--- src/rtl/csi2_csr_pkg.sv ---
// csi2_csr_pkg: shared AXI response codes and register-map index constants
// for the CSI-2 CSR register file.
package csi2_csr_pkg;

  typedef enum logic [1:0] {
    OKAY   = 2'b00,
    SLVERR = 2'b10
  } axi_resp_e;

  // Control registers start at word index 0; status registers follow them.
  localparam int unsigned CR_BASE        = 0;
  localparam int unsigned CR_CNT_DEFAULT = 16;
  localparam int unsigned SR_CNT_DEFAULT = 16;

  function automatic int unsigned sr_base(input int unsigned cr_cnt);
    return CR_BASE + cr_cnt;
  endfunction

endpackage

--- src/rtl/axi4_lite_if.sv ---
// axi4_lite_if: AXI4-Lite register access bus with master/slave modports.
interface axi4_lite_if #(
  parameter int unsigned DATA_WIDTH = 32,
  parameter int unsigned ADDR_WIDTH = 8
);
  logic [ADDR_WIDTH-1:0]   awaddr;
  logic                    awvalid;
  logic                    awready;
  logic [DATA_WIDTH-1:0]   wdata;
  logic [DATA_WIDTH/8-1:0] wstrb;
  logic                    wvalid;
  logic                    wready;
  logic [1:0]              bresp;
  logic                    bvalid;
  logic                    bready;
  logic [ADDR_WIDTH-1:0]   araddr;
  logic                    arvalid;
  logic                    arready;
  logic [DATA_WIDTH-1:0]   rdata;
  logic [1:0]              rresp;
  logic                    rvalid;
  logic                    rready;

  modport slave (
    input  awaddr, awvalid, wdata, wstrb, wvalid, bready, araddr, arvalid, rready,
    output awready, wready, bresp, bvalid, arready, rdata, rresp, rvalid
  );

  modport master (
    output awaddr, awvalid, wdata, wstrb, wvalid, bready, araddr, arvalid, rready,
    input  awready, wready, bresp, bvalid, arready, rdata, rresp, rvalid
  );
endinterface

--- src/rtl/csi2_csr_wr_join.sv ---
// csi2_csr_wr_join: one-entry holding registers for the AW and W channels,
// joined into a single write command. A beat arriving in the same cycle as
// its partner is bypassed straight to the command so no cycle is lost.
module csi2_csr_wr_join #(
  parameter int unsigned DATA_WIDTH = 32,
  parameter int unsigned ADDR_WIDTH = 8
) (
  input  logic                    clk,
  input  logic                    rst,
  input  logic                    aw_valid,
  input  logic [ADDR_WIDTH-1:0]   aw_addr,
  output logic                    aw_ready,
  input  logic                    w_valid,
  input  logic [DATA_WIDTH-1:0]   w_data,
  input  logic [DATA_WIDTH/8-1:0] w_strb,
  output logic                    w_ready,
  input  logic                    stall,
  output logic                    cmd_valid,
  output logic [ADDR_WIDTH-1:0]   cmd_addr,
  output logic [DATA_WIDTH-1:0]   cmd_data,
  output logic [DATA_WIDTH/8-1:0] cmd_strb
);

  logic                    aw_held;
  logic                    w_held;
  logic [ADDR_WIDTH-1:0]   aw_q;
  logic [DATA_WIDTH-1:0]   w_data_q;
  logic [DATA_WIDTH/8-1:0] w_strb_q;
  logic                    aw_take;
  logic                    w_take;

  // Ready while the holding slot is empty; command from held or arriving beat.
  always_comb begin
    aw_ready  = !aw_held;
    w_ready   = !w_held;
    aw_take   = aw_valid && !aw_held;
    w_take    = w_valid && !w_held;
    cmd_addr  = aw_held ? aw_q : aw_addr;
    cmd_data  = w_held ? w_data_q : w_data;
    cmd_strb  = w_held ? w_strb_q : w_strb;
    cmd_valid = (aw_held || aw_take) && (w_held || w_take) && !stall;
  end

  // Holding registers: fill on handshake, free when the command commits.
  always_ff @(posedge clk) begin
    if (rst) begin
      aw_held  <= 1'b0;
      w_held   <= 1'b0;
      aw_q     <= '0;
      w_data_q <= '0;
      w_strb_q <= '0;
    end else if (cmd_valid) begin
      aw_held <= 1'b0;
      w_held  <= 1'b0;
    end else begin
      if (aw_take) begin
        aw_held <= 1'b1;
        aw_q    <= aw_addr;
      end
      if (w_take) begin
        w_held   <= 1'b1;
        w_data_q <= w_data;
        w_strb_q <= w_strb;
      end
    end
  end

endmodule

--- src/rtl/csi2_csr_regfile.sv ---
// csi2_csr_regfile: AXI4-Lite control/status register file.
// CRs at word index 0..CR_CNT-1, SRs at CR_CNT..CR_CNT+SR_CNT-1.
// Optional feature macro CSI2_CSR_SLVERR_EN: SLVERR responses for SR/unmapped
// writes and unmapped reads; without it every response is OKAY.
module csi2_csr_regfile
  import csi2_csr_pkg::*;
#(
  parameter int unsigned DATA_WIDTH = 32,
  parameter int unsigned ADDR_WIDTH = 8,
  parameter int unsigned CR_CNT     = CR_CNT_DEFAULT,
  parameter int unsigned SR_CNT     = SR_CNT_DEFAULT,
  parameter logic [CR_CNT-1:0] STB_MASK = '0,
  parameter logic [CR_CNT-1:0][DATA_WIDTH-1:0] CR_RST_VAL = '0
) (
  input  logic                              clk_i,
  input  logic                              rst_i,
  axi4_lite_if.slave                        csr_if,
  output logic [CR_CNT-1:0][DATA_WIDTH-1:0] cr_o,
  output logic [CR_CNT-1:0]                 stb_o,
  input  logic [SR_CNT-1:0][DATA_WIDTH-1:0] sr_i
);

  localparam int unsigned BYTES   = DATA_WIDTH / 8;
  localparam int unsigned LSB     = $clog2(BYTES);
  localparam int unsigned SR_BASE = sr_base(CR_CNT);
  localparam int unsigned MAP_END = SR_BASE + SR_CNT;
`ifdef CSI2_CSR_SLVERR_EN
  localparam bit SLVERR_EN = 1'b1;
`else
  localparam bit SLVERR_EN = 1'b0;
`endif

  logic                              cmd_valid;
  logic [ADDR_WIDTH-1:0]             cmd_addr;
  logic [DATA_WIDTH-1:0]             cmd_data;
  logic [BYTES-1:0]                  cmd_strb;
  logic [31:0]                       w_idx;
  logic [31:0]                       r_idx;
  logic [CR_CNT-1:0][DATA_WIDTH-1:0] cr_q;
  logic [CR_CNT-1:0]                 stb_q;
  logic                              bvalid_q;
  axi_resp_e                         bresp_q;
  axi_resp_e                         w_resp;
  logic                              rvalid_q;
  logic [DATA_WIDTH-1:0]             rdata_q;
  axi_resp_e                         rresp_q;
  logic [DATA_WIDTH-1:0]             rd_data;
  axi_resp_e                         rd_resp;

  csi2_csr_wr_join #(
    .DATA_WIDTH (DATA_WIDTH),
    .ADDR_WIDTH (ADDR_WIDTH)
  ) u_wr_join (
    .clk       (clk_i),
    .rst       (rst_i),
    .aw_valid  (csr_if.awvalid),
    .aw_addr   (csr_if.awaddr),
    .aw_ready  (csr_if.awready),
    .w_valid   (csr_if.wvalid),
    .w_data    (csr_if.wdata),
    .w_strb    (csr_if.wstrb),
    .w_ready   (csr_if.wready),
    .stall     (bvalid_q),
    .cmd_valid (cmd_valid),
    .cmd_addr  (cmd_addr),
    .cmd_data  (cmd_data),
    .cmd_strb  (cmd_strb)
  );

  assign cr_o           = cr_q;
  assign stb_o          = stb_q;
  assign csr_if.bvalid  = bvalid_q;
  assign csr_if.bresp   = bresp_q;
  assign csr_if.arready = !rvalid_q;
  assign csr_if.rvalid  = rvalid_q;
  assign csr_if.rdata   = rdata_q;
  assign csr_if.rresp   = rresp_q;

  // Address decode, read mux and response selection.
  always_comb begin
    w_idx   = 32'(cmd_addr) >> LSB;
    r_idx   = 32'(csr_if.araddr) >> LSB;
    w_resp  = OKAY;
    rd_resp = OKAY;
    rd_data = '0;
    if (SLVERR_EN && w_idx >= SR_BASE) w_resp = SLVERR;
    if (SLVERR_EN && r_idx >= MAP_END) rd_resp = SLVERR;
    for (int unsigned i = 0; i < CR_CNT; i++) begin
      if (r_idx == CR_BASE + i) rd_data = cr_q[i];
    end
    for (int unsigned j = 0; j < SR_CNT; j++) begin
      if (r_idx == SR_BASE + j) rd_data = sr_i[j];
    end
  end

  // Write commit, strobe pulse generation and write response.
  always_ff @(posedge clk_i) begin
    if (rst_i) begin
      cr_q     <= CR_RST_VAL;
      stb_q    <= '0;
      bvalid_q <= 1'b0;
      bresp_q  <= OKAY;
    end else begin
      stb_q <= '0;
      // A strobe bit lives for one cycle; a same-cycle write overrides the clear.
      for (int unsigned i = 0; i < CR_CNT; i++) begin
        if (stb_q[i]) cr_q[i][0] <= 1'b0;
      end
      if (bvalid_q && csr_if.bready) bvalid_q <= 1'b0;
      if (cmd_valid) begin
        bvalid_q <= 1'b1;
        bresp_q  <= w_resp;
        for (int unsigned i = 0; i < CR_CNT; i++) begin
          if (w_idx == CR_BASE + i) begin
            for (int unsigned b = 0; b < BYTES; b++) begin
              if (cmd_strb[b]) cr_q[i][8*b +: 8] <= cmd_data[8*b +: 8];
            end
            if (STB_MASK[i] && cmd_strb[0] && cmd_data[0]) stb_q[i] <= 1'b1;
          end
        end
      end
    end
  end

  // Read channel: capture data at the AR handshake, hold until rready.
  always_ff @(posedge clk_i) begin
    if (rst_i) begin
      rvalid_q <= 1'b0;
      rdata_q  <= '0;
      rresp_q  <= OKAY;
    end else if (rvalid_q) begin
      if (csr_if.rready) rvalid_q <= 1'b0;
    end else if (csr_if.arvalid) begin
      rvalid_q <= 1'b1;
      rdata_q  <= rd_data;
      rresp_q  <= rd_resp;
    end
  end

endmodule

--- src/flat_wrapper.sv ---
// flat-port wrapper written by rule: the top's interface ports become plain ports
module csi2_csr_regfile_flat import csi2_csr_pkg::*;
#(
  parameter int unsigned DATA_WIDTH = 32,
  parameter int unsigned ADDR_WIDTH = 8,
  parameter int unsigned CR_CNT     = CR_CNT_DEFAULT,
  parameter int unsigned SR_CNT     = SR_CNT_DEFAULT,
  parameter logic [CR_CNT-1:0] STB_MASK = '0,
  parameter logic [CR_CNT-1:0][DATA_WIDTH-1:0] CR_RST_VAL = '0
)
  (clk_i, rst_i, cr_o, stb_o, sr_i, csr_if_awaddr, csr_if_awvalid, csr_if_wdata, csr_if_wstrb, csr_if_wvalid, csr_if_bready, csr_if_araddr, csr_if_arvalid, csr_if_rready, csr_if_awready, csr_if_wready, csr_if_bresp, csr_if_bvalid, csr_if_arready, csr_if_rdata, csr_if_rresp, csr_if_rvalid);
  axi4_lite_if #(.DATA_WIDTH(DATA_WIDTH), .ADDR_WIDTH(ADDR_WIDTH)) csr_if_i ();
  input  logic clk_i;
  input  logic rst_i;
  output logic [CR_CNT-1:0][DATA_WIDTH-1:0] cr_o;
  output logic [CR_CNT-1:0] stb_o;
  input  logic [SR_CNT-1:0][DATA_WIDTH-1:0] sr_i;
  input wire logic [$bits(csr_if_i.awaddr)-1:0] csr_if_awaddr;
  input wire logic [$bits(csr_if_i.awvalid)-1:0] csr_if_awvalid;
  input wire logic [$bits(csr_if_i.wdata)-1:0] csr_if_wdata;
  input wire logic [$bits(csr_if_i.wstrb)-1:0] csr_if_wstrb;
  input wire logic [$bits(csr_if_i.wvalid)-1:0] csr_if_wvalid;
  input wire logic [$bits(csr_if_i.bready)-1:0] csr_if_bready;
  input wire logic [$bits(csr_if_i.araddr)-1:0] csr_if_araddr;
  input wire logic [$bits(csr_if_i.arvalid)-1:0] csr_if_arvalid;
  input wire logic [$bits(csr_if_i.rready)-1:0] csr_if_rready;
  output wire logic [$bits(csr_if_i.awready)-1:0] csr_if_awready;
  output wire logic [$bits(csr_if_i.wready)-1:0] csr_if_wready;
  output wire logic [$bits(csr_if_i.bresp)-1:0] csr_if_bresp;
  output wire logic [$bits(csr_if_i.bvalid)-1:0] csr_if_bvalid;
  output wire logic [$bits(csr_if_i.arready)-1:0] csr_if_arready;
  output wire logic [$bits(csr_if_i.rdata)-1:0] csr_if_rdata;
  output wire logic [$bits(csr_if_i.rresp)-1:0] csr_if_rresp;
  output wire logic [$bits(csr_if_i.rvalid)-1:0] csr_if_rvalid;
  assign csr_if_i.awaddr = csr_if_awaddr;
  assign csr_if_i.awvalid = csr_if_awvalid;
  assign csr_if_i.wdata = csr_if_wdata;
  assign csr_if_i.wstrb = csr_if_wstrb;
  assign csr_if_i.wvalid = csr_if_wvalid;
  assign csr_if_i.bready = csr_if_bready;
  assign csr_if_i.araddr = csr_if_araddr;
  assign csr_if_i.arvalid = csr_if_arvalid;
  assign csr_if_i.rready = csr_if_rready;
  assign csr_if_awready = csr_if_i.awready;
  assign csr_if_wready = csr_if_i.wready;
  assign csr_if_bresp = csr_if_i.bresp;
  assign csr_if_bvalid = csr_if_i.bvalid;
  assign csr_if_arready = csr_if_i.arready;
  assign csr_if_rdata = csr_if_i.rdata;
  assign csr_if_rresp = csr_if_i.rresp;
  assign csr_if_rvalid = csr_if_i.rvalid;
  csi2_csr_regfile #(.DATA_WIDTH(DATA_WIDTH), .ADDR_WIDTH(ADDR_WIDTH), .CR_CNT(CR_CNT), .SR_CNT(SR_CNT), .STB_MASK(STB_MASK), .CR_RST_VAL(CR_RST_VAL)) u_core (.clk_i(clk_i), .rst_i(rst_i), .csr_if(csr_if_i), .cr_o(cr_o), .stb_o(stb_o), .sr_i(sr_i));
endmodule
--- config.mk ---
export PLATFORM = sky130hd
export DESIGN_NAME = csi2_csr_regfile_flat
export DESIGN_NICKNAME = d
export VERILOG_FILES = /design/src/rtl/csi2_csr_pkg.sv /design/src/rtl/axi4_lite_if.sv /design/src/rtl/csi2_csr_wr_join.sv /design/src/rtl/csi2_csr_regfile.sv /design/src/flat_wrapper.sv
export SDC_FILE = /design/constraint.sdc
export NUM_CORES = 1
export LEC_CHECK = 0
export CORE_AREA = 5 5 437 439
export CTS_CLUSTER_SIZE = 40
export DETAILED_ROUTE_END_ITERATION = 10
export DIE_AREA = 0 0 442 444
export PLACE_DENSITY = 0.33
export SYNTH_ARGS = -nofsm -noshare
export SYNTH_HDL_FRONTEND = slang
export SYNTH_SLANG_ARGS = --single-unit
export TNS_END_PERCENT = 20
--- constraint.sdc ---
create_clock -name clk_i -period 5.9 [get_ports clk_i]
set_input_delay 1.18 -clock clk_i [delete_from_list [all_inputs] [get_ports clk_i]]
set_output_delay 1.18 -clock clk_i [all_outputs]
set_load 0.1 [all_outputs]
==> run summary, run 1 <==
CLOCK TREE
------------------------------------------------------------------------------------
Number of gates given a new drive strength after cts                               0
CTS H-tree depth                                                                   3
Cts bufs inserted                                                                 83
# hold bufs at CTS                                                                 0
Clock tree from TritonCTS                                                       done
Clock tree root driver cell                                             sky130_fd_sc_hd__clkbuf_16
Worst-path clk slew                                                          0.06 ns
Number of setup buffers added after CTS                                            0
Total number of clock tree sinks                                                 590
Maximum count of clock buffers along a single path                                 3
Insertion delay to the later sink of the worst-skew pair                     0.73 ns

ROUTE
------------------------------------------------------------------------------------
Vias/cell                                                                      4.720
Average wire length per cell after detail routing                           37.51 um
Vias                                                                          33,620
Initial DRC count                                                              2,838
Post-detailed-route DRC marker count                                               0
Number of antenna-violating nets in the routed design                              0
Iteration count of the initial detailed-routing pass                               6
Overall routed net length                                                 267,200 um

CRITICAL PATH
------------------------------------------------------------------------------------
Biggest fanout along the worst timing path                                        21
Startpoint type of the worst setup path                                   input port
Buffer and inverter count on the worst path                                        4
Data arrival time of the critical path                                       5.72 ns
Cell with the biggest individual delay on the critical path             sky130_fd_sc_hd__a2111oi_2
Longest individual stage delay on the worst path                             1.01 ns
Worst Path Class, Setup                                                 input port to register
Cell chain of the critical path                                         clkdlybuf4s50_1 -> buf_4 -> nor4b_4 -> buf_4 -> nand2_1 -> o22ai_1 -> o41ai_2 -> o221ai_1 -> a2111oi_2 -> buf_4 -> o221ai_1 -> a211oi_1
Dominant delay contributor by cell family on the critical path          compound AO/OA/AOI/OAI gates
Cell repeated most along the worst path                                 sky130_fd_sc_hd__buf_4
Data required time at the worst endpoint                                     6.53 ns
Kind of capture point of the worst setup path                               register

SYNTH
------------------------------------------------------------------------------------
Per-instance average area after synthesis                                 8.351 um^2
Most used flip-flop cell after synthesis                                sky130_fd_sc_hd__dfxtp_1
Synthesized flop and latch total                                                 590
Number of synthesized flops with an enable pin                                     0
Warnings, synthesis                                                                0
Post-synth design cell area                                              28,920 um^2
Mapped Cells                                                                   3,463
Sequential area share after synthesis                                         40.84%
Fraction of registers with async set/reset                                        0%
Post-synthesis cell type count                                                    79

CELLS AND AREA
------------------------------------------------------------------------------------
Post-layout net count                                                          5,112
Number of filler cells placed in the layout                                   20,310
Multi-input logic area                                                   16,130 um^2
Fraction of final layout cells with drive strength greater than 1             12.45%
Area delta synth->final                                                       61.90%
Most common cell after layout, fill and taps aside                      sky130_fd_sc_hd__clkdlybuf4s50_1
Area occupied by registers                                               11,820 um^2
Number of non-filler instances in the completed layout                         7,123
Most frequent cells in the layout                                       1,042 x sky130_fd_sc_hd__clkdlybuf4s50_1, 735 x sky130_fd_sc_hd__nor2_1, 589 x sky130_fd_sc_hd__dfxtp_1

STATUS
------------------------------------------------------------------------------------
Run status                                                                 completed

GLOBAL ROUTE
------------------------------------------------------------------------------------
Pin count of the biggest net entering global routing                             195
Vias in the first global route                                                32,860
Final global-route overflow total                                                  0
Global-route wire length before repair                                    344,800 um
All-Layer GR Usage                                                            25.91%
Initial antenna violation count                                                   64

PLACED DESIGN
------------------------------------------------------------------------------------
Quantity of I/O buffers inserted on ports                                      1,115
DPL Wire Length                                                           216,600 um
Number of cells in the design after placement                                  6,951
Weighted congestion at the end of routability-driven global placement         0.8759

POWER AND IR DROP
------------------------------------------------------------------------------------
Total power consumption of the routed design                                11.64 mW
Reported leakage power                                                      15.22 nW
Pwr per Cell Area                                                       248.5 nW/um^2
Max rail drop VDD                                                           199.2 uV

STA
------------------------------------------------------------------------------------
Count of endpoints failing setup in the final report                               0
Final hold slack                                                           0.4552 ns
Final worst-path cycle share                                                  86.33%
Worst Max-Slew Pin Slew                                                     1.281 ns
Worst Skew                                                                0.04652 ns
Worst rel slew slack                                                          14.63%
Clock period minus worst slack                                              5.093 ns
Highest Clock Rate                                                         196.3 MHz
Final slew viol count                                                              0
Hold Violations, Final                                                             0
Setup repair after global routing missed its margin                            false

FLOORPLAN
------------------------------------------------------------------------------------
Area enclosed by the die boundary                                       196,200 um^2
Horizontal die dimension                                                      442 um
Die Height                                                                    444 um
I/O pin cnt                                                                    1,140
Initial cell density of the core                                              15.48%
Core area                                                               186,800 um^2
Number of rows in the core area                                                  159

JOB
------------------------------------------------------------------------------------
Number of max-capacitance violations reported                                      0

WORST HOLD PATH
------------------------------------------------------------------------------------
HP Class                                                                register to register

[sequential cells by signal, summed over array words and instances, names as in the netlist]
signal,flops
u_core.cr_o,512
u_core.u_wr_join.aw_held,1
u_core.u_wr_join.aw_q,6
u_core.csr_if.bvalid,1
u_core.csr_if.rdata,32
u_core.u_wr_join.w_held,1
u_core.u_wr_join.w_data_q,32
u_core.u_wr_join.w_strb_q,4
u_core.csr_if.rvalid,1
[path summary, 6_finish.rpt]
check	startpoint	to	slack [ns]	depth (start not counted)
worst min-delay path	u_core.u_wr_join.w_strb_q[2]$_SDFFE_PP0P_	u_core.u_wr_join.w_strb_q[2]$_SDFFE_PP0P_	0.46	2
worst max register to register	u_core.u_wr_join.w_held$_SDFFE_PP0P_	u_core.cr_o[206]$_SDFFE_PP0P_	2.26	7
worst min register to register	u_core.u_wr_join.w_strb_q[2]$_SDFFE_PP0P_	u_core.u_wr_join.w_strb_q[2]$_SDFFE_PP0P_	0.46	2
worst max-delay path	csr_if_araddr[5]	u_core.csr_if.rdata[27]$_SDFFE_PP0P_	0.81	12
[power by group]
part / switching [mW] / leakage (nW) / total (mW) / internal, mW
registers: 0.0584 / 4.76 / 4.10 / 4.04
clock network: 2.26 / 1.45 / 5.58 / 3.31
logic: 1.28 / 9.01 / 1.96 / 0.681
[Yosys cell counts (16+ instances only)]
master / number / share of area (%)
sky130_fd_sc_hd__nor2_1: 745 / 9.7
sky130_fd_sc_hd__dfxtp_1: 590 / 41
sky130_fd_sc_hd__a211oi_1: 539 / 14
sky130_fd_sc_hd__clkbuf_1: 260 / 3.4
sky130_fd_sc_hd__nand2_1: 209 / 2.7
sky130_fd_sc_hd__a21oi_1: 178 / 3.1
sky130_fd_sc_hd__o21ai_0: 122 / 2.1
sky130_fd_sc_hd__o22ai_1: 108 / 2.3
sky130_fd_sc_hd__mux2i_1: 88 / 3.0
sky130_fd_sc_hd__a22oi_1: 50 / 1.3
sky130_fd_sc_hd__mux4_2: 50 / 3.9
sky130_fd_sc_hd__o221ai_1: 49 / 1.5
sky130_fd_sc_hd__buf_2: 45 / 0.78
sky130_fd_sc_hd__a221oi_1: 41 / 1.2
sky130_fd_sc_hd__nor3_1: 37 / 0.64
sky130_fd_sc_hd__nand3_1: 32 / 0.55
sky130_fd_sc_hd__nor2b_1: 27 / 0.58
sky130_fd_sc_hd__buf_4: 25 / 0.65
sky130_fd_sc_hd__mux2_2: 25 / 0.97
sky130_fd_sc_hd__a2111oi_0: 19 / 0.58
sky130_fd_sc_hd__a31oi_1: 18 / 0.39
sky130_fd_sc_hd__a221o_1: 17 / 0.59
sky130_fd_sc_hd__buf_1: 17 / 0.22
sky130_fd_sc_hd__inv_1: 16 / 0.21
[metal layers]
| metal | share of wire (%) | GRT usage (%) |
|---|---|---|
| met1 | 38 | 28.74 |
| met2 | 53 | 49.37 |
| met3 | 5.4 | 4.920 |
| met4 | 3.5 | 8.359 |
| met5 | 0.010 | 0 |
[final cells by class]
class | instances | share of cell area [%]
inverters | 17 | 0.1416
diodes | 25 | 0.1336
well taps | 2495 | 6.667
flip-flops and latches | 590 | 25.23
clock inverters | 27 | 1.101
repair buffers | 1322 | 27.03
clock buffers | 120 | 5.248
multi-input cells | 2527 | 34.45
[worst reg2reg max path, stage by stage (launching register included)]
cell and delay, ns:
sky130_fd_sc_hd__dfxtp_4 0.75, sky130_fd_sc_hd__nor2_1 0.17, sky130_fd_sc_hd__nor3_1 0.32, sky130_fd_sc_hd__buf_4 0.22, sky130_fd_sc_hd__nand2_1 0.57, sky130_fd_sc_hd__nor2_1 1.21, sky130_fd_sc_hd__nor2_1 0.09, sky130_fd_sc_hd__a211oi_1 0.25
[cell families after synthesis]
family / share of synthesized area (%)
simple gates: 15.71
compound gates: 30.24
flops: 40.84
buf+inv: 5.283
mux: 7.913
other cells: 0.01297
[through the flow]
stage / worst slack [ns] / area (um^2) / setup TNS (ns) / util, %
5_1_grt: 0.6510 / 46780 / 0 / 25.04
6_report: 0.8067 / 46820 / 0 / 25.06
2_1_floorplan: 2.477 / 28990 / 0 / -
3_5_place_dp: -0.06053 / 43790 / -0.06053 / 23.44
4_1_cts: 0.7257 / 46760 / 0 / 25.03
3_3_place_gp: -0.01900 / 43790 / -0.01900 / 23.44
Note: power is estimated with default switching activity, not from simulation.
==> run 2, diff against run 1 <==
--- a/config.mk
+++ b/config.mk
@@ -6,6 +6,7 @@
 export NUM_CORES = 1
 export LEC_CHECK = 0
 export CORE_AREA = 5 5 437 439
+export CTS_BUF_LIST = sky130_fd_sc_hd__clkbuf_8 sky130_fd_sc_hd__clkbuf_16
 export CTS_CLUSTER_SIZE = 40
 export DETAILED_ROUTE_END_ITERATION = 10
 export DIE_AREA = 0 0 442 444
==> run 2 against run 1 <==
Flip-flop and latch count unchanged. Global-route usage unchanged. Sequential share of layout area about the same. Final area hardly changed. Clock power hardly changed. Worst setup slack lost 0.0057 ns. Routed wire length is essentially flat. Count of clock-buffer cells in the layout shrank 14. Combinational power hardly changed. Register-to-register slack improved by 0.04 ns. Die area unchanged. Via count about the same. Largest power group unchanged.
==> run summary, run 2 (same netlist as run 1, synthesis figures left out) <==
PLACED DESIGN
------------------------------------------------------------------------------------
Weighted congestion at the end of routability-driven global placement         0.8759
DPL Wire Length                                                           216,600 um
Cell area after placement                                                43,790 um^2
Number of cells in the design after placement                                  6,951
Quantity of I/O buffers inserted on ports                                      1,115

CRITICAL PATH
------------------------------------------------------------------------------------
Kind of capture point of the worst setup path                               register
Worst Path Class, Setup                                                 input port to register
Data arrival time of the critical path                                       5.73 ns
Startpoint type of the worst setup path                                   input port
Data required time at the worst endpoint                                     6.53 ns
Biggest fanout along the worst timing path                                        21

ROUTE
------------------------------------------------------------------------------------
Vias/cell                                                                      4.724
Vias                                                                          33,640
Number of antenna-violating nets in the routed design                              0
Overall routed net length                                                 267,300 um
Iteration count of the initial detailed-routing pass                               6
Initial DRC count                                                              2,844
Post-detailed-route DRC marker count                                               0
Average wire length per cell after detail routing                           37.53 um

CELLS AND AREA
------------------------------------------------------------------------------------
Largest register FFs                                                             512
Utilization after layout                                                      25.06%
Most common cell after layout, fill and taps aside                      sky130_fd_sc_hd__clkdlybuf4s50_1
Fraction of final layout cells with drive strength greater than 1             12.45%
Number of filler cells placed in the layout                                   20,310
Number of non-filler instances in the completed layout                         7,122
Summed area of non-filler cells in the final layout                      46,820 um^2
Most frequent cells in the layout                                       1,042 x sky130_fd_sc_hd__clkdlybuf4s50_1, 735 x sky130_fd_sc_hd__nor2_1, 589 x sky130_fd_sc_hd__dfxtp_1
Post-layout net count                                                          5,112
Area delta synth->final                                                       61.90%

CLOCK TREE
------------------------------------------------------------------------------------
Total number of clock tree sinks                                                 590
CTS H-tree depth                                                                   3
Maximum count of clock buffers along a single path                                 3
Cts bufs inserted                                                                 83
Worst-path clk slew                                                          0.06 ns
Number of setup buffers added after CTS                                            0
Clock tree root driver cell                                             sky130_fd_sc_hd__clkbuf_16
# hold bufs at CTS                                                                 0
Clock tree from TritonCTS                                                       done
Number of gates given a new drive strength after cts                               0
Insertion delay to the later sink of the worst-skew pair                     0.73 ns

POWER AND IR DROP
------------------------------------------------------------------------------------
Total power consumption of the routed design                                11.61 mW
Reported leakage power                                                      15.28 nW
Proportion of power drawn by combinational gates                               16.9%
Clock share of power                                                           47.8%
Pwr per Cell Area                                                       248.1 nW/um^2
Net switching power                                                         3.605 mW
Sw Share                                                                      31.04%
Relative contribution of sequential cells to total power                       35.3%
Max rail drop VDD                                                           198.6 uV
Design internal power                                                       8.009 mW

STA
------------------------------------------------------------------------------------
Worst rel slew slack                                                          12.43%
Clock period minus worst slack                                              5.099 ns
Final worst-path cycle share                                                  86.42%
Highest Clock Rate                                                         196.1 MHz
Final slew viol count                                                              0
Count of endpoints failing setup in the final report                               0
Worst Skew                                                                0.04890 ns
Hold Violations, Final                                                             0
Setup repair after global routing missed its margin                            false
Worst Max-Slew Pin Slew                                                     1.280 ns

GLOBAL ROUTE
------------------------------------------------------------------------------------
Global-route wire length before repair                                    344,800 um
Initial antenna violation count                                                   64
Final global-route overflow total                                                  0
All-Layer GR Usage                                                            25.91%
Vias in the first global route                                                32,860
Pin count of the biggest net entering global routing                             195

FLOORPLAN
------------------------------------------------------------------------------------
Horizontal die dimension                                                      442 um
Core area                                                               186,800 um^2
Number of rows in the core area                                                  159
I/O pin cnt                                                                    1,140
Die Height                                                                    444 um
Area enclosed by the die boundary                                       196,200 um^2
Initial cell density of the core                                              15.48%

STATUS
------------------------------------------------------------------------------------
Run status                                                                 completed

JOB
------------------------------------------------------------------------------------
Number of max-capacitance violations reported                                      0

WORST HOLD PATH
------------------------------------------------------------------------------------
HP Class                                                                register to register

## run 2: cell count changes in the layout (fill, tap and decap cells not counted)
cell	before	now
sky130_fd_sc_hd__clkbuf_1	14	0
sky130_fd_sc_hd__diode_2	25	24
sky130_fd_sc_hd__inv_1	15	29
## run 2: routing by layer
| metal | wire length, um | vias to the layer above | share of wire, % | GRT usage (%) |
|---|---|---|---|---|
| li1 | - | 15160 | - | - |
| met1 | 100200 | 16860 | 38 | 28.74 |
| met2 | 142900 | 1344 | 53 | 49.37 |
| met3 | 14830 | 270 | 5.5 | 4.920 |
| met4 | 9230 | 4 | 3.5 | 8.359 |
| met5 | 27 | - | 0.010 | 0 |
## run 2: layout make-up
cell class | count | area, um^2 | area share [%]
clock inverter | 41 | 568.0 | 1.213
clock buffer | 106 | 2405 | 5.136
timing repair buffer | 1322 | 12650 | 27.03
tap | 2495 | 3122 | 6.668
antenna | 24 | 60.06 | 0.1283
inverter | 17 | 66.31 | 0.1416
sequential | 590 | 11820 | 25.24
multi-input combinational | 2527 | 16130 | 34.45
## run 2: path summary, 6_finish.rpt
check,startpoint,endpoint,slack [ns],cells past startpoint
setup / recovery,csr_if_araddr[5],u_core.csr_if.rdata[27]$_SDFFE_PP0P_,0.80,12
hold / removal,u_core.u_wr_join.w_strb_q[2]$_SDFFE_PP0P_,u_core.u_wr_join.w_strb_q[2]$_SDFFE_PP0P_,0.46,2
setup reg to reg,u_core.u_wr_join.w_held$_SDFFE_PP0P_,u_core.cr_o[206]$_SDFFE_PP0P_,2.30,7
hold reg to reg,u_core.u_wr_join.w_strb_q[2]$_SDFFE_PP0P_,u_core.u_wr_join.w_strb_q[2]$_SDFFE_PP0P_,0.46,2
## run 2: power by group through the flow
stage	Sequential [mW]	Clock [mW]	Combinational (mW)
after floorplan	4.39	0	0.646
after global placement	4.18	0	1.98
after detailed placement	4.18	0	1.98
after CTS	4.09	5.70	1.98
after global routing	4.10	5.84	2.03
final	4.10	5.55	1.96
## run 2: stage by stage
step,TNS (ns),hold WS (ns),setup WS (ns)
final,0,0.4551,0.8010
after global routing,0,0.4644,0.6512
after CTS,0,0.4529,0.7259
after detailed placement,-0.06053,0.4445,-0.06053
after global placement,-0.01900,0.4386,-0.01900
after floorplan,0,0.4329,2.477
## run 2: critical path, cell delays in order
cell and delay, ns:
sky130_fd_sc_hd__clkdlybuf4s50_1 0.59, sky130_fd_sc_hd__buf_4 0.34, sky130_fd_sc_hd__nor4b_4 0.07, sky130_fd_sc_hd__buf_4 0.19
sky130_fd_sc_hd__nand2_1 0.58, sky130_fd_sc_hd__o22ai_1 0.22, sky130_fd_sc_hd__o41ai_2 0.56, sky130_fd_sc_hd__o221ai_1 0.34
sky130_fd_sc_hd__a2111oi_2 1.00, sky130_fd_sc_hd__buf_4 0.25, sky130_fd_sc_hd__o221ai_1 0.12, sky130_fd_sc_hd__a211oi_1 0.24
